[config.mk]
export PLATFORM = sky130hd
export DESIGN_NAME = spi_cmd_sequencer
export DESIGN_NICKNAME = d
export VERILOG_FILES = /design/src/rtl/spi_cmd_sequencer.sv
export SDC_FILE = /design/constraint.sdc
export NUM_CORES = 1
export LEC_CHECK = 0
export BUFFER_PORTS_ARGS = -buffer_cell sky130_fd_sc_hd__buf_2
export CORE_ASPECT_RATIO = 0.5
export CORE_UTILIZATION = 61
export DETAILED_ROUTE_END_ITERATION = 10
export MAX_ROUTING_LAYER = met4
export PLACE_DENSITY = 0.79
export SYNTH_ARGS = -nofsm -noshare
export SYNTH_HDL_FRONTEND = slang
export SYNTH_SLANG_ARGS = --single-unit
[constraint.sdc]
create_clock -name clock -period 3.5 [get_ports clock]
set_input_delay 0.175 -clock clock [delete_from_list [all_inputs] [get_ports clock]]
set_output_delay 0.175 -clock clock [all_outputs]
set_load 0.05 [all_outputs]
[src/rtl/spi_cmd_sequencer.sv]
`timescale 1ns/1ps
// spi_cmd_sequencer: buffers {opcode,arg} command words and sequences an SPI facade with manual CS.
// Define SPISEQ_DELAY_EN to build opcode 0x03 (pause for arg+1 cycles); otherwise 0x03 is invalid.
module spi_cmd_sequencer #(
  parameter int FIFO_DEPTH = 16
) (
  input  logic        clock,
  input  logic        reset,
  input  logic [15:0] cmd_data,
  input  logic        cmd_valid,
  output logic        cmd_ready,
  output logic [7:0]  rsp_data,
  output logic        rsp_valid,
  input  logic        rsp_ready,
  output logic        spi_go,
  output logic [7:0]  spi_tx,
  input  logic        spi_busy,
  input  logic        spi_done,
  input  logic [7:0]  spi_rx,
  output logic        cs_active,
  output logic        idle,
  output logic        err_opcode
);

  localparam int AW = $clog2(FIFO_DEPTH);
  localparam int CW = AW + 1;

  localparam logic [7:0] OP_XFER   = 8'h00;
  localparam logic [7:0] OP_CS_ON  = 8'h01;
  localparam logic [7:0] OP_CS_OFF = 8'h02;
`ifdef SPISEQ_DELAY_EN
  localparam logic [7:0] OP_DELAY  = 8'h03;
`endif

  typedef enum logic [2:0] {
    ST_IDLE,
    ST_DECODE,
    ST_ISSUE,
`ifdef SPISEQ_DELAY_EN
    ST_WAIT,
    ST_DELAY
`else
    ST_WAIT
`endif
  } state_t;

  state_t state_q, state_d;

  // ---------------- command FIFO ----------------
  logic [15:0]   mem [FIFO_DEPTH];
  logic [AW-1:0] wr_ptr, rd_ptr;
  logic [CW-1:0] count;
  logic          full, empty, push, pop;

  assign full      = (count == CW'(FIFO_DEPTH));
  assign empty     = (count == '0);
  assign cmd_ready = !full;
  assign push      = cmd_valid && !full;
  assign pop       = (state_q == ST_IDLE) && !empty;

  // NOTE: the storage array carries no reset; emptiness is defined by count alone.
  always_ff @(posedge clock) begin
    if (push) mem[wr_ptr] <= cmd_data;
  end

  // NOTE: all registered state uses non-blocking assignment so every flop samples pre-edge values.
  always_ff @(posedge clock) begin
    if (reset) begin
      wr_ptr <= '0;
      rd_ptr <= '0;
      count  <= '0;
    end else begin
      if (push) wr_ptr <= wr_ptr + AW'(1);
      if (pop)  rd_ptr <= rd_ptr + AW'(1);
      case ({push, pop})
        2'b10:   count <= count + CW'(1);
        2'b01:   count <= count - CW'(1);
        default: ;
      endcase
    end
  end

  // ---------------- sequencer ----------------
  logic [15:0] cmd_q;
  logic [7:0]  opcode, arg;
  assign opcode = cmd_q[15:8];
  assign arg    = cmd_q[7:0];

`ifdef SPISEQ_DELAY_EN
  logic [7:0] delay_cnt;
`endif

  // NOTE: every output of this block gets a default first, so no latch is inferred.
  always_comb begin
    state_d    = state_q;
    spi_go     = 1'b0;
    err_opcode = 1'b0;
    unique case (state_q)
      ST_IDLE:   if (!empty) state_d = ST_DECODE;
      ST_DECODE: begin
        case (opcode)
          OP_XFER:             state_d = ST_ISSUE;
          OP_CS_ON, OP_CS_OFF: state_d = ST_IDLE;
`ifdef SPISEQ_DELAY_EN
          OP_DELAY:            state_d = ST_DELAY;
`endif
          default: begin
            err_opcode = 1'b1;
            state_d    = ST_IDLE;
          end
        endcase
      end
      // Holding off while a response is pending guarantees it cannot be overwritten.
      ST_ISSUE: if (!spi_busy && !rsp_valid) begin
        spi_go  = 1'b1;
        state_d = ST_WAIT;
      end
      ST_WAIT:  if (spi_done) state_d = ST_IDLE;
`ifdef SPISEQ_DELAY_EN
      ST_DELAY: if (delay_cnt == 8'd0) state_d = ST_IDLE;
`endif
      default:  state_d = ST_IDLE;
    endcase
  end

  always_ff @(posedge clock) begin
    if (reset) begin
      state_q   <= ST_IDLE;
      cmd_q     <= '0;
      cs_active <= 1'b0;
      spi_tx    <= '0;
      rsp_valid <= 1'b0;
      rsp_data  <= '0;
`ifdef SPISEQ_DELAY_EN
      delay_cnt <= '0;
`endif
    end else begin
      state_q <= state_d;
      if (pop) cmd_q <= mem[rd_ptr];

      // spi_tx is loaded a cycle before go and held until the next data command decodes.
      if (state_q == ST_DECODE) begin
        if (opcode == OP_CS_ON)  cs_active <= 1'b1;
        if (opcode == OP_CS_OFF) cs_active <= 1'b0;
        if (opcode == OP_XFER)   spi_tx    <= arg;
`ifdef SPISEQ_DELAY_EN
        if (opcode == OP_DELAY)  delay_cnt <= arg;
`endif
      end

`ifdef SPISEQ_DELAY_EN
      if (state_q == ST_DELAY && delay_cnt != 8'd0) delay_cnt <= delay_cnt - 8'd1;
`endif

      if (rsp_valid && rsp_ready) rsp_valid <= 1'b0;
      if (state_q == ST_WAIT && spi_done) begin
        rsp_data  <= spi_rx;
        rsp_valid <= 1'b1;
      end
    end
  end

  assign idle = empty && (state_q == ST_IDLE) && !spi_busy;

endmodule

==> flow_summary.ini <==
[timing]
finalClockSkew_ps = 7.195
rsz0062_at_grt = no
fin_crit_ps = 2848
slew-limit-headroom = 0.3358
hold_viol = 0
period_share = 0.8138
fin_setup_tns_ps = 0
maxSlewViolCount = 0
fmax_mhz = 351.1
finalSetupViolCount = 0
worst_pin_slew_ps = 996.3

[placed_design]
place_congestion = 0.9246
place_inst = 1008
dp_hpwl_um = 15330
numPortBuffers = 51

[logic_synthesis]
yosys-top-cells-count = edfxtp_1, mux2i_1, nor2_1, dfxtp_1, nand2_1
ys_types = 45
yosys_most_used_dff = edfxtp_1
synth_top_area_frac = 0.6467
yosysWarnings = 0
synth_nets = 754
yosysTopAreaCell = edfxtp_1
synth_area_sq_um = 11890
async_flop_share = 0
synth_cells = 715
synth.area.top_cells = edfxtp_1, dfxtp_1, mux2i_1
yosysMostFrequentCell = edfxtp_1
synth_edf_count = 256
yosysSeqAreaShare = 0.7293
ys_ff_latch = 305
avgSynthCellArea_sq_um = 16.62

[worst_setup_path]
worstSetupStartpointType = register
worstPathRequired_ps = 3910
cp_max_fo = 9
r2r_start = count[2]
crit_arrival_ps = 3260
end_kind = register
reg2reg_to = count[4]
rrSetupSlack_ps = 650
critical_path_class = reg2reg
r2r_cells = 10

[global_route]
overflow = 0
grt_max_degree = 53
grt_use_total = 0.2687
antenna_found_initial = 0
grt_pass1_vias = 6475
grt_pass1_wl_um = 37800

[floorplanning]
die_y_um = 100.7
row_count = 35
core_sq_um = 18740
die_area_sq_um = 20080
initial_core_util = 0.6342
io_pins = 52
fp.dieW_um = 199.4

[worst_hold_path]
hold_path_end = mem[11][13]
min_path_type = in2reg
whs_path_depth = 1
min_from = cmd_data[13]

[cts]
cts.repair.resized = 0
numCtsBuffers = 25
root_buffer = clkbuf_16
tritoncts = yes
htreeDepth = 1
numClockSinks = 305
postCtsSetupBuffers = 0
insertion_delay_ps = 520
cts_hold_buf = 10
path_clk_slew_ps = 70
cts_buffer_depth = 3

[drt]
drt_iter0_markers = 559
vias = 6590
drc = 0
wl_um = 25230
first_pass_iters = 5
ant_nets = 0
post_drt_wl_per_cell_um = 23.75
viasPerCell = 6.205

[run]
drv_cap = 0

[cells_and_area]
final_core_util = 0.7166
fillCellCount = 1145
area_growth_pct = 12.99
layout.cells.non_filler = 1062
nets = 825
antennaDiodeCount = 0
drive_gt1_frac = 0.1968

[power_and_ir_drop]
p_leak_nw = 4.351
ir_worst_vdd_v = 0.0003316
p_per_area_nw_per_um2 = 663.2

[status]
status = finished, final reports clean
kinds of logic after synthesis:
logic type | synth area share
flops | 0.7293
simple gates | 0.05316
compound gates | 0.05747
mux | 0.1209
buf+inv | 0.02305
xor+xnor | 0.006632
fa+ha+maj | 0.009474
cells in the final DEF (no fill, tap or decap), types with 5 or more instances in the layout:
cell type and instances:
bufinv_16 5, ha_1 9, a21oi_1 24, clkinv_2 5, nand2_1 46, mux4_1 12, a22oi_1 17, mux4_2 20
dlygate4sd3_1 10, dfxtp_1 47, a311oi_1 17, nor3_2 5, buf_2 51, xor2_1 6, inv_1 7, edfxtp_1 256
buf_4 26, nor2_2 6, o22ai_1 32, nor2_1 57, clkbuf_16 25, o21ai_0 6, mux2i_1 66
area by class of cell:
cell class	count	area, sq um	share of cell area
Clock buffer	27	633.1	0.04714
Clock inverter	17	211.5	0.01574
Multi-Input combinational cell	359	2992	0.2227
Inverter	7	26.28	0.001956
Sequential cell	305	8673	0.6458
Timing Repair Buffer	88	570.5	0.04248
Tap cell	259	324.1	0.02413
sequential cells by signal, indices dropped and copies added, names as in the netlist:
signal / flops
cmd_q: 16
state_q: 2
spi_tx: 8
mem: 256
count: 5
rsp_valid: 1
wr_ptr: 4
rd_ptr: 4
rsp_data: 8
cs_active: 1
metal layers:
metal | up-vias | track usage | share of wire
met3 | 31 | 0.05554 | 0.094
met2 | 325 | 0.4173 | 0.48
met5 | - | - | 0
li1 | 2930 | - | -
met1 | 3304 | 0.3753 | 0.42
met4 | 0 | 0.05344 | 0.013
worst max-delay path, cell delays in order (launching register included):
cell	delay [ps]
dfxtp_1	500
nor4_4	120
a21boi_2	390
inv_1	120
ha_1	310
xor2_1	170
ha_1	200
a21oi_1	240
a221oi_1	140
a21oi_1	210
mux2_2	350
through the flow:
step | area (sq um) | hold slack, ps | power [W] | setup slack, ps
after floorplan | 11890 | 273.9 | 0.005586 | 790.1
after global placement | 12490 | 418.0 | 0.005963 | 878.4
after detailed placement | 12490 | 426.9 | 0.006031 | 739.2
after CTS | 13430 | 28.35 | 0.008921 | 681.5
after global routing | 13430 | 37.41 | 0.009235 | 415.5
final | 13430 | 44.46 | 0.008907 | 651.8
worst max-delay path by stage:
stage,end,cells after the start,slack [ps],startpoint
floorplan,count[4],12,790,count[1]
global placement,count[4],11,880,count[1]
detailed placement,count[4],10,740,count[1]
global route,count[4],10,420,count[1]
CTS,count[4],10,680,count[1]
finish,count[4],10,650,count[2]
report_power, final:
group	internal, W	leakage, nW	switching [W]
Sequential	0.00413	2.71	0.000193
Combinational	0.000644	1.23	0.00102
Clock	0.00168	0.411	0.00124
Note: power is estimated with default switching activity, not from simulation.
